[src/rtl/exe_pipe_adder.sv]
// Pipelined add/subtract unit for the EXE stage: WIDTH bits in STAGES carry-registered segments.
// Optional saturation: define EXE_PIPE_ADDER_SAT_EN to add the `sat` input and clamp on overflow.
module exe_pipe_adder #(
  parameter int WIDTH  = 32,
  parameter int STAGES = 2
) (
  input  logic             clk,
  input  logic             rst,
  input  logic             flush,
  input  logic             in_valid,
  output logic             in_ready,
  input  logic [WIDTH-1:0] add_in1,
  input  logic [WIDTH-1:0] add_in2,
  input  logic             sub,
  input  logic             signed_op,
`ifdef EXE_PIPE_ADDER_SAT_EN
  input  logic             sat,
`endif
  output logic             out_valid,
  input  logic             out_ready,
  output logic [WIDTH-1:0] add_out,
  output logic             carry_out,
  output logic             overflow,
  output logic             zero
);

  localparam int SEG = WIDTH / STAGES;

  // One pipeline slot: full operands travel along so later segments can take their slices.
  typedef struct packed {
    logic             valid;
    logic             sub;
    logic             sgn;
    logic             sat;
    logic             carry;
    logic [WIDTH-1:0] a;
    logic [WIDTH-1:0] b;
    logic [WIDTH-1:0] sum;
  } stage_t;

  stage_t           stage_q [STAGES];
  stage_t           stage_d [STAGES];
  stage_t           in_stage;
  stage_t           src;
  stage_t           last;
  logic [SEG:0]     seg_sum;
  logic [WIDTH-1:0] final_sum;
  logic             cin_msb;
  logic             ovf;
  logic             overflow_q, overflow_d;
  logic             zero_q, zero_d;
  logic             advance;
  logic             sat_in;

`ifdef EXE_PIPE_ADDER_SAT_EN
  assign sat_in = sat;
`else
  assign sat_in = 1'b0;
`endif

  assign advance  = ~stage_q[STAGES-1].valid | out_ready;
  assign in_ready = advance;

  always_comb begin
    in_stage       = '0;
    in_stage.valid = in_valid;
    in_stage.sub   = sub;
    in_stage.sgn   = signed_op;
    in_stage.sat   = sat_in;
    in_stage.carry = sub;
    in_stage.a     = add_in1;
    in_stage.b     = sub ? ~add_in2 : add_in2;
  end

  // NOTE: every variable in this block gets a default before any conditional use, so no latches form.
  always_comb begin
    seg_sum   = '0;
    src       = in_stage;
    final_sum = '0;
    for (int k = 0; k < STAGES; k++) begin
      stage_d[k] = '0;
    end

    // Segment k consumes its slice and the carry left by segment k-1.
    for (int k = 0; k < STAGES; k++) begin
      seg_sum = {1'b0, src.a[k*SEG +: SEG]} + {1'b0, src.b[k*SEG +: SEG]}
              + {{SEG{1'b0}}, src.carry};
      stage_d[k]                   = src;
      stage_d[k].sum[k*SEG +: SEG] = seg_sum[SEG-1:0];
      stage_d[k].carry             = seg_sum[SEG];
      src                          = stage_q[k];
    end

    last    = stage_d[STAGES-1];
    cin_msb = last.sum[WIDTH-1] ^ last.a[WIDTH-1] ^ last.b[WIDTH-1];
    // Unsigned subtraction overflows on borrow, i.e. when the raw carry is 0.
    ovf     = last.sgn ? (cin_msb ^ last.carry) : (last.carry ^ last.sub);

    final_sum = last.sum;
    if (last.sat && ovf) begin
      if (last.sgn) begin
        final_sum = last.sum[WIDTH-1] ? {1'b0, {(WIDTH-1){1'b1}}} : {1'b1, {(WIDTH-1){1'b0}}};
      end else begin
        final_sum = last.sub ? '0 : '1;
      end
    end

    stage_d[STAGES-1].sum = final_sum;
    overflow_d            = ovf;
    zero_d                = (final_sum == '0);
  end

  // NOTE: sequential state uses non-blocking assignments so every stage samples pre-edge values.
  always_ff @(posedge clk or posedge rst) begin
    if (rst) begin
      for (int k = 0; k < STAGES; k++) begin
        stage_q[k] <= '0;
      end
      overflow_q <= 1'b0;
      zero_q     <= 1'b0;
    end else if (flush) begin
      // Kill in-flight ops only; the last presented result and flags stay put.
      for (int k = 0; k < STAGES; k++) begin
        stage_q[k].valid <= 1'b0;
      end
    end else if (advance) begin
      for (int k = 0; k < STAGES; k++) begin
        stage_q[k].valid <= stage_d[k].valid;
        if (stage_d[k].valid) begin
          stage_q[k] <= stage_d[k];
        end
      end
      if (stage_d[STAGES-1].valid) begin
        overflow_q <= overflow_d;
        zero_q     <= zero_d;
      end
    end
  end

  assign out_valid = stage_q[STAGES-1].valid;
  assign add_out   = stage_q[STAGES-1].sum;
  assign carry_out = stage_q[STAGES-1].carry;
  assign overflow  = overflow_q;
  assign zero      = zero_q;

endmodule

[config.mk]
export PLATFORM = sky130hd
export DESIGN_NAME = exe_pipe_adder
export DESIGN_NICKNAME = d
export VERILOG_FILES = /design/src/rtl/exe_pipe_adder.sv
export SDC_FILE = /design/constraint.sdc
export NUM_CORES = 1
export LEC_CHECK = 0
export ABC_AREA = 1
export BUFFER_PORTS_ARGS = -buffer_cell sky130_fd_sc_hd__buf_4
export CORE_MARGIN = 10
export CORE_UTILIZATION = 56
export DETAILED_ROUTE_END_ITERATION = 8
export MAX_ROUTING_LAYER = met4
export PLACE_DENSITY = 0.81
export SLEW_MARGIN = 15
export SYNTH_ARGS = -nofsm -noshare
export SYNTH_HDL_FRONTEND = slang
export SYNTH_SLANG_ARGS = --single-unit
[constraint.sdc]
create_clock -name clk -period 3.9 [get_ports clk]
set_input_delay 0.975 -clock clk [delete_from_list [all_inputs] [get_ports clk]]
set_output_delay 0.975 -clock clk [all_outputs]
set_load 0.02 [all_outputs]
== Word level (Yosys, flattened, before mapping) ==
Index checks and enable logic that the tools add are counted.
Storage, ports and cells
  bits in registers: 186
  input bits: 71
  word-level logic and storage cells: 39
Operators by class
  add/sub/neg operators: 4
  multiplexer cells: 7
  bitwise gates (word level): 8
  reduce and logical (&&, ||, !) cells: 4
Operators with widths (number)
  101-bit two-way mux: 2
  202-bit two-way mux: 1
  16-bit by 16-bit adder with 17-bit output: 2
  17-bit by 1-bit adder with 17-bit output: 2
  32-bit zero test: 1
  32-bit two-way mux: 1
  32-bit inverter: 1
  3-bit AND reduction: 2
  1-bit XOR: 4
  1-bit two-way mux: 3
  1-bit inverter: 2
  2-bit nonzero test: 1
  1-bit bitwise OR: 1

== Longest topological paths before layout ==
Gate-level depths: netlist (run 1).
  depth after elaboration: 7
  mapped depth: 15
  gate-level depth less buffers: 14

== Worst setup path before layout (run 1) ==
Ideal clock, no wire load.
  kind: input port to flip-flop
  start point: input sub
  end point: register stage_q (netlist bit last[12])
  setup time: 130 ps
  arrival: 2705 ps
  required time: 3770 ps
  slack: 1065 ps
  stages on the path: 11
  cell sequence: buf_4 buf_2 xor2_1 ha_1 a21oi_1 o21a_1 nand3_1 a21o_1 or2_1 nand3_1 o21ai_0
On the way
  longest elaborated chain between the ends: 3
RTL lines
  start: declaration: line 14  | input logic sub,
  32-bit two-way mux: line 72  | in_stage.b = sub ? ~add_in2 : add_in2;
  16-bit by 16-bit adder with 17-bit output: line 86  | seg_sum = {1'b0, src.a[k*SEG +: SEG]} + {1'b0, src.b[k*SEG +: SEG]}
  17-bit by 1-bit adder with 17-bit output *: line 87  | + {{SEG{1'b0}}, src.carry};
  end signal: indexed assignment: line 130  | stage_q[k] <= stage_d[k];
  end: declaration: line 41  | stage_t stage_q [STAGES];
Every way passes the cells marked *; elsewhere a longest branch is shown, timed or not.
A chain may end at the register's enable or synchronous reset.

== Worst setup path after layout (run 1) ==
Same ends and word-level chain as after synthesis.

==> metrics.csv, run 1 <==
stage,metric,value,unit
worst_setup_path,cp_max_fo,32,
route,num_vias,4649,
route,drt_iter0_drc,290,
die,die_area,14300,um2
clock_tree,clock_latency,360,ps
route,routed_wl,13.0,mm
die,die_w,120,um
worst_setup_path,setup.worst_path.end_class,register,
pwr,irDropWorstVdd,0.000251,V
placed_design,io_buffers,107,
timing,whs,487,ps
timing,timing.final.crit_share,0.696,
route,avgRoutedWirePerCell,14.0,um
final_layout,regArea,2200,um2
die,rows,36,
worst_setup_path,crit_arrival,2950,ps
yosys,ys_seq_area_frac,0.395,
pwr,p_sw_frac,0.390,
pwr,internal_power,0.00200,W
worst_setup_path,crit_required,4130,ps
pwr,leakagePower,3.49,nW
placed_design,dp_hpwl,10.5,mm
timing,fin_ws,1190,ps
yosys,ys_dominant_reg_cell,dfrtp_1,
placed_design,placed_area,6270,um2
worst_setup_path,critPathKind,in2reg,
worst_hold_path,worstHoldEndpoint,add_out[4],
yosys,synth.avg_cell_area,7.80,um2
final_layout,final_cell_mix,"223 x nand2_1, 112 x buf_4, 88 x dfrtp_1",
route,route.detailed.drc,0,
timing,fin_skew,10.1,ps
final_layout,fin_cells,923,
final_layout,post-route-cell-area,6460,um2
pwr,p_clk_frac,0.190,
pwr,power_switching,0.00128,W
die,core,9730,um2
route,ant_nets,0,
worst_hold_path,whs_path_depth,2,
global_routing,grt_use_total,0.187,
yosys,synth_cell_type_count,40,
final_layout,drive_above_1_share,0.206,
yosys,ys_warn_count,0,
pwr,powerDensity,508,nW/um2
timing,finalCriticalPeriod,2710,ps
final_layout,antennaDiodeCount,0,
status,status,"complete, no violations",
route,vias_per_cell,5.04,
clock_tree,ctsLongestPathBuffers,2,
clock_tree,post_cts_resize_count,0,
timing,rsz0062_at_grt,false,
worst_setup_path,r2r_end,zero,
placed_design,dp.cells,908,
worst_setup_path,cp-start-kind,primary input,
final_layout,layout_commonest_cell,nand2_1,
yosys,yosys-top-cells-area,"dfrtp_1 40%, nand2_1 15%, ha_1 6.7%",
yosys,yosysTopAreaCell,dfrtp_1,
clock_tree,ctsHtreeMaxLevel,3,
worst_setup_path,r2r_start,stage_q[197],
run,drv_cap,0,
final_layout,area_delta_synth_final,16.0,%
final_layout,n_fill_cell,872,
timing,tightest_slew,554,ps
pwr,power.share.sequential,0.388,
yosys,synthCells,715,
timing,finalSetupViolations,0,
final_layout,nets,890,
route,dr.pass1.iters,5,
global_routing,grt_max_degree,64,
final_layout,multi_input_area,2780,um2
placed_design,preCtsSetupSlack,822,ps
global_routing,grt-ovfl-total,0,
yosys,syn_nets,819,
die,die_h,120,um
yosys,synth_top_cell_area_share,0.395,
timing,timing.fmax,0.368,GHz
timing,setup_tns,0,ps
global_routing,antenna_found_initial,0,
die,start_util,0.573,
timing,slew_headroom,0.631,
yosys,async_flop_share,1.00,
timing,hold_viol,0,
yosys,syn-cell-area,5570,um2
pwr,p_comb_frac,0.422,
placed_design,gp_congestion,0.877,
clock_tree,post-cts-setup-buffers,0,
worst_hold_path,worstHoldStart,add_out[4],
clock_tree,cts_tree,done,
clock_tree,clk_pin_slew,80,ps
timing,slew_violations,0,
clock_tree,cts_made_buffers,9,
yosys,ys_ff_latch,88,
global_routing,grt_pass1_vias,4614,
worst_hold_path,hold_path.class,reg2reg,
yosys,synth-edff-count,0,
clock_tree,cts_hold_buf,0,
die,io_pins,108,
clock_tree,clkSinkCount,88,
clock_tree,root_buffer,clkbuf_8,
worst_setup_path,rrSetupSlack,1430,ps
worst_setup_path,r2r_cells,11,
global_routing,grt_pass1_wl,21.8,mm
==> sequential cells by signal, indices dropped and copies added, names as in the netlist <==
signal     cells
out_valid      1
stage_q        1
last          51
overflow       1
add_out       32
carry_out      1
zero           1
==> per-layer routing <==
layer | up-vias | global-route usage | share of wire
li1 | 2391 | - | -
met1 | 2120 | 0.260 | 0.50
met2 | 121 | 0.272 | 0.43
met3 | 17 | 0.0380 | 0.048
met4 | 0 | 0.0513 | 0.014
met5 | - | - | 0
==> final cells by class <==
| cell class | instances | area share |
|---|---|---|
| inverter | 73 | 0.0426 |
| clock buffer | 11 | 0.0219 |
| tap | 133 | 0.0257 |
| timing repair buffer | 112 | 0.130 |
| clock inverter | 4 | 0.00832 |
| multi-input combinational | 502 | 0.431 |
| sequential | 88 | 0.341 |
==> critical path: stages <==
cell     delay [ps]
buf_4           410
xor2_1          130
ha_1            370
a21oi_1         230
o21a_1          170
nand3_1         110
a21o_1          190
or2_1           200
nand3_1          60
o21ai_0          80
==> cell usage after synthesis, types with 7 or more instances <==
| cell type | instances |
|---|---|
| nor2_1 | 32 |
| xnor2_1 | 20 |
| o21ai_0 | 60 |
| nand2_2 | 8 |
| nand4_1 | 7 |
| clkbuf_1 | 15 |
| dfrtp_1 | 88 |
| inv_1 | 67 |
| nand3_1 | 30 |
| nand2_1 | 223 |
| xor2_1 | 18 |
| ha_1 | 30 |
| a21oi_1 | 23 |
| buf_4 | 33 |
| a21oi_2 | 7 |
==> how the worst max path moves through the flow <==
stage	startpoint	cells past startpoint	slack (ps)	end
global placement	sub	11	890	last[12]
global route	sub	10	960	last[12]
detailed placement	sub	10	820	last[12]
floorplan	rst	1	650	add_out[0]
CTS	sub	10	1200	last[12]
finish	sub	10	1190	last[12]
==> power groups by stage <==
| stage | clock network [W] | logic (W) | registers (W) |
|---|---|---|---|
| 6_report | 0.000626 | 0.00139 | 0.00128 |
| 5_1_grt | 0.000681 | 0.00155 | 0.00131 |
| 4_1_cts | 0.000643 | 0.00140 | 0.00127 |
| 3_5_place_dp | 0 | 0.00139 | 0.00129 |
| 3_3_place_gp | 0 | 0.00136 | 0.00128 |
| 2_1_floorplan | 0 | 0.00109 | 0.00126 |
==> logic make-up after synthesis <==
logic type	Yosys count	share of synthesized area
flops	88	0.395
fa+ha+maj	33	0.0781
compound gates	114	0.116
buf+inv	125	0.107
xor+xnor	39	0.0626
simple gates	316	0.241
==> per-stage QoR <==
stage / util / power (W)
floorplan: - / 0.00234
global placement: 0.644 / 0.00264
detailed placement: 0.644 / 0.00268
CTS: 0.664 / 0.00331
global route: 0.664 / 0.00354
finish: 0.664 / 0.00329
Power figures use the tool's default switching activity.
==> inputs of run 2 (changes only) <==
==> constraint.sdc (replaced) <==
create_clock -name clk -period 2.8 [get_ports clk]
set_input_delay 0.7 -clock clk [delete_from_list [all_inputs] [get_ports clk]]
set_output_delay 0.7 -clock clk [all_outputs]
set_load 0.02 [all_outputs]
==> metrics.csv, run 2 (synthesis results as in run 1) <==
stage,metric,value,unit
status,status,"complete, no violations",
timing,tightest_slew,450,ps
clock_tree,post-cts-setup-buffers,0,
die,start_util,0.573,
pwr,finalPower,0.00468,W
die,die_h,120,um
final_layout,post-route-cell-area,6530,um2
clock_tree,cts_made_buffers,9,
global_routing,grt_busiest_layer,met1,
worst_setup_path,crit_required,3040,ps
final_layout,layout_commonest_cell,nand2_1,
final_layout,nets,892,
timing,timing.fmax,0.413,GHz
global_routing,grt_pass1_wl,21.7,mm
worst_setup_path,crit_path_start,stage_q[197],
final_layout,antennaDiodeCount,0,
timing,whs,462,ps
placed_design,placed_area,6310,um2
die,io_pins,108,
timing,fin_skew,15.2,ps
clock_tree,clkSinkCount,88,
timing,timing.final.crit_share,0.866,
die,rows,36,
timing,finalCriticalPeriod,2420,ps
worst_setup_path,cp-start-kind,register,
placed_design,gp_congestion,0.875,
final_layout,final_cell_mix,"223 x nand2_1, 112 x buf_4, 88 x dfrtp_1",
global_routing,antenna_found_initial,0,
timing,slew_headroom,0.700,
worst_setup_path,r2r_cells,10,
final_layout,drive_above_1_share,0.210,
pwr,leakagePower,3.52,nW
timing,setup_tns,0,ps
global_routing,grt_max_degree,89,
clock_tree,post_cts_resize_count,0,
global_routing,grt_use_total,0.187,
run,drv_cap,0,
worst_setup_path,crit_buf_inv,0,
clock_tree,root_buffer,clkbuf_8,
clock_tree,clock_latency,360,ps
pwr,powerDensity,717,nW/um2
timing,slew_violations,0,
route,ant_nets,0,
worst_setup_path,rrSetupSlack,380,ps
global_routing,grt_use_met1,0.268,
route,route.detailed.drc,0,
die,die_w,120,um
final_layout,n_fill_cell,821,
pwr,irDropWorstVdd,0.000340,V
route,avgRoutedWirePerCell,14.2,um
global_routing,use_met3,0.0314,
route,num_vias,4698,
timing,rsz0062_at_grt,false,
clock_tree,ctsLongestPathBuffers,2,
placed_design,dp_hpwl,10.5,mm
global_routing,grt-ovfl-total,0,
timing,fin_ws,376,ps
final_layout,area_delta_synth_final,17.1,%
worst_setup_path,cpPeakStageDelay,470,ps
route,vias_per_cell,5.08,
route,dr.pass1.iters,5,
clock_tree,cts_hold_buf,0,
clock_tree,ctsHtreeMaxLevel,3,
die,die_area,14300,um2
placed_design,preCtsSetupSlack,106,ps
route,routed_wl,13.2,mm
timing,finalSetupViolations,0,
worst_setup_path,worstPathCellList,fa_1 -> fa_1 -> nand3_1 -> nand2_1 -> nand2_1 -> nand3_4 -> a31oi_1 -> nand3_1 -> nand3_1 -> nand2_1,
worst_setup_path,r2r_start,stage_q[197],
worst_setup_path,cp.depth,10,
placed_design,io_buffers,107,
die,core,9730,um2
worst_setup_path,cp_max_fo,4,
worst_setup_path,critPathSlowestCell,fa_1,
worst_setup_path,worstSetupEndpoint,overflow,
worst_setup_path,critPathTopFamily,adder cells,
worst_hold_path,hold_path.class,in2async,
worst_setup_path,crit_arrival,2670,ps
timing,hold_viol,0,
global_routing,grtUsageMet2,0.267,
worst_setup_path,r2r_end,overflow,
global_routing,grt_pass1_vias,4554,
worst_setup_path,critPathKind,reg2reg,
worst_setup_path,setup.worst_path.end_class,register,
route,drt_iter0_drc,373,
clock_tree,clk_pin_slew,90,ps
clock_tree,cts_tree,done,
final_layout,largest_reg_flops,51,
[run 2: cell count changes in the layout (fill, tap and decap cells not counted), sizes merged]
cell	previous run	this run
bufinv	1	2
buf	112	114
clkinv	2	3
clkbuf	11	9
[run 2: report_power, final]
part / total (W) / switching (W) / internal, W
combinational: 0.00194 / 0.00116 / 0.000782
sequential: 0.00178 / 0.000203 / 0.00158
clock: 0.000956 / 0.000452 / 0.000504
total: 0.00468 / 0.00182 / 0.00287
[run 2: worst min path at each step]
| stage | startpoint | endpoint | depth (start not counted) | slack (ps) |
|---|---|---|---|---|
| 2_1_floorplan | last[15] | last[15] | 2 | 450 |
| 3_3_place_gp | add_out[29] | add_out[29] | 2 | 460 |
| 3_5_place_dp | zero | zero | 2 | 470 |
| 4_1_cts | rst | add_out[3] | 3 | 470 |
| 5_1_grt | rst | add_out[2] | 3 | 480 |
| 6_report | rst | add_out[0] | 3 | 460 |
[run 2: cell type report]
type                    instances  area [um2]  share of cell area
flip-flops and latches         88        2200               0.337
inverters                      73         278              0.0425
repair buffers                114         881               0.135
multi-input cells             502        2780               0.426
clock buffers                   9         124              0.0190
clock inverters                 6        93.8              0.0144
well taps                     133         166              0.0255
[run 2: routing by layer]
layer / vias to the layer above / part of all wire
met5: - / 0
met4: 0 / 0.010
met3: 12 / 0.052
met2: 147 / 0.43
met1: 2145 / 0.51
li1: 2394 / -
[run 2: stage by stage]
stage               instances  utilization
finish                    925        0.671
global route              925        0.671
CTS                       925        0.671
detailed placement        910        0.649
global placement          910        0.649
floorplan                 715            -
[run 2: tightest hold or removal path, cell delays in order]
cell and delay, ps:
buf_4 120, clkinvlp_4 70, buf_12 360
==> inputs of run 3 (changes only) <==
--- a/config.mk
+++ b/config.mk
@@ -8,10 +8,11 @@
 export ABC_AREA = 1
 export BUFFER_PORTS_ARGS = -buffer_cell sky130_fd_sc_hd__buf_4
 export CORE_MARGIN = 10
-export CORE_UTILIZATION = 56
+export CORE_UTILIZATION = 58
+export CTS_BUF_LIST = sky130_fd_sc_hd__clkbuf_4 sky130_fd_sc_hd__clkbuf_8
 export DETAILED_ROUTE_END_ITERATION = 8
 export MAX_ROUTING_LAYER = met4
-export PLACE_DENSITY = 0.81
+export PLACE_DENSITY = 0.83
 export SLEW_MARGIN = 15
 export SYNTH_ARGS = -nofsm -noshare
 export SYNTH_HDL_FRONTEND = slang
==> metrics.csv, run 3 (synthesis results as in run 1) <==
stage,metric,value,unit
route,routed_wl,13.8,mm
final_layout,n_fill_cell,795,
timing,timing.final.crit_share,0.870,
timing,slew_violations,0,
worst_setup_path,cp_max_fo,4,
timing,slew_headroom,0.622,
worst_setup_path,crit_required,3040,ps
placed_design,placed_area,6290,um2
pwr,p_sw_frac,0.393,
clock_tree,root_buffer,clkbuf_8,
pwr,power.share.sequential,0.379,
global_routing,grt_pass1_wl,23.3,mm
pwr,finalPower,0.00472,W
pwr,irDropWorstVdd,0.000334,V
route,dr.pass1.iters,5,
worst_setup_path,r2r_end,overflow,
clock_tree,clkSinkCount,88,
die,core,9280,um2
clock_tree,cts_tree,done,
die,die_h,118,um
clock_tree,clk_pin_slew,90,ps
die,io_pins,108,
placed_design,io_buffers,107,
timing,rsz0062_at_grt,false,
clock_tree,ctsHtreeMaxLevel,3,
worst_setup_path,cp.depth,10,
final_layout,layout_commonest_cell,nand2_1,
worst_setup_path,r2r_start,stage_q[197],
global_routing,grt_use_total,0.204,
timing,whs,284,ps
final_layout,final_cell_mix,"223 x nand2_1, 112 x buf_4, 88 x dfrtp_1",
clock_tree,cts_hold_buf,0,
pwr,leakagePower,3.51,nW
final_layout,post-route-cell-area,6500,um2
global_routing,grt_pass1_vias,4775,
placed_design,dp_hpwl,11.0,mm
pwr,p_clk_frac,0.207,
global_routing,antenna_found_initial,0,
worst_setup_path,critPathTopFamily,adder cells,
route,ant_nets,0,
clock_tree,cts_made_buffers,9,
pwr,p_comb_frac,0.415,
worst_setup_path,cpPeakStageDelay,470,ps
route,num_vias,4788,
worst_setup_path,cp-start-kind,register,
route,avgRoutedWirePerCell,15.0,um
timing,finalCriticalPeriod,2440,ps
global_routing,grt_max_degree,63,
timing,tightest_slew,567,ps
timing,hold_viol,0,
timing,timing.fmax,0.410,GHz
clock_tree,post_cts_resize_count,0,
final_layout,antennaDiodeCount,0,
final_layout,nets,891,
worst_setup_path,crit_buf_inv,0,
timing,fin_skew,13.5,ps
worst_setup_path,worstPathCellList,fa_1 -> fa_1 -> nand3_1 -> nand2_1 -> nand2_1 -> nand3_4 -> a31oi_1 -> nand3_1 -> nand3_1 -> nand2_1,
final_layout,drive_above_1_share,0.209,
worst_setup_path,critPathSlowestCell,fa_1,
placed_design,preCtsSetupSlack,162,ps
pwr,powerDensity,725,nW/um2
die,die_w,118,um
pwr,internal_power,0.00286,W
route,route.detailed.drc,0,
die,start_util,0.600,
clock_tree,ctsLongestPathBuffers,2,
clock_tree,clock_latency,360,ps
die,rows,35,
worst_setup_path,rrSetupSlack,360,ps
worst_setup_path,critPathKind,reg2reg,
pwr,power_switching,0.00185,W
route,vias_per_cell,5.20,
timing,finalSetupViolations,0,
worst_setup_path,setup.worst_path.end_class,register,
worst_hold_path,hold_path.class,in2async,
route,drt_iter0_drc,388,
final_layout,largest_reg_flops,51,
final_layout,area_delta_synth_final,16.7,%
run,drv_cap,0,
placed_design,gp_congestion,0.907,
timing,fin_ws,363,ps
status,status,"complete, no violations",
timing,setup_tns,0,ps
worst_setup_path,r2r_cells,10,
clock_tree,post-cts-setup-buffers,0,
global_routing,grt-ovfl-total,0,
worst_setup_path,crit_arrival,2680,ps
die,die_area,13900,um2
## run 3: changes by cell type in the layout (fill, tap and decap cells not counted)
cell	previous run	this run
clkinv_4	2	0
buf_12	2	1
clkinvlp_4	2	3
inv_6	1	2
## run 3: metal layers
metal	vias up	routed length [um]	GRT usage
li1	2391	-	-
met5	-	0	-
met2	157	6120	0.297
met1	2229	6830	0.291
met3	11	694	0.0312
met4	0	144	0.0487
## run 3: worst max path at each step
stage                to  slack (ps)         start
6_report       overflow         360  stage_q[197]
5_1_grt        overflow         170  stage_q[197]
4_1_cts        overflow         370  stage_q[197]
3_5_place_dp   last[12]         160           sub
3_3_place_gp   last[12]         200           sub
2_1_floorplan  last[12]         240           sub
## run 3: cell type report
type	count	area, um2	area share
sequential	88	2200	0.339
tap	129	161	0.0248
multi-input combinational	502	2780	0.428
timing repair buffer	113	861	0.132
inverter	73	278	0.0427
clock inverter	6	92.6	0.0142
clock buffer	9	124	0.0190
## run 3: through the flow
step | instances | util
floorplan | 715 | -
global placement | 905 | 0.677
detailed placement | 905 | 0.677
CTS | 920 | 0.700
global route | 920 | 0.700
finish | 920 | 0.700
## run 3: worst reg2reg max path, cell delays in order, from the launching register on
cell,delay [ps]
dfrtp_1,420
fa_1,470
fa_1,420
nand3_1,130
nand2_1,90
nand2_1,100
nand3_4,120
a31oi_1,300
nand3_1,120
nand3_1,100
nand2_1,50
## run 3: power by group through the flow
stage                     combinational, W  clock [W]  sequential (W)
after floorplan                    0.00152          0         0.00175
after global placement             0.00191          0         0.00179
after detailed placement           0.00195          0         0.00181
after CTS                          0.00196   0.000985         0.00179
after global routing               0.00219    0.00104         0.00183
final                              0.00196   0.000975         0.00179
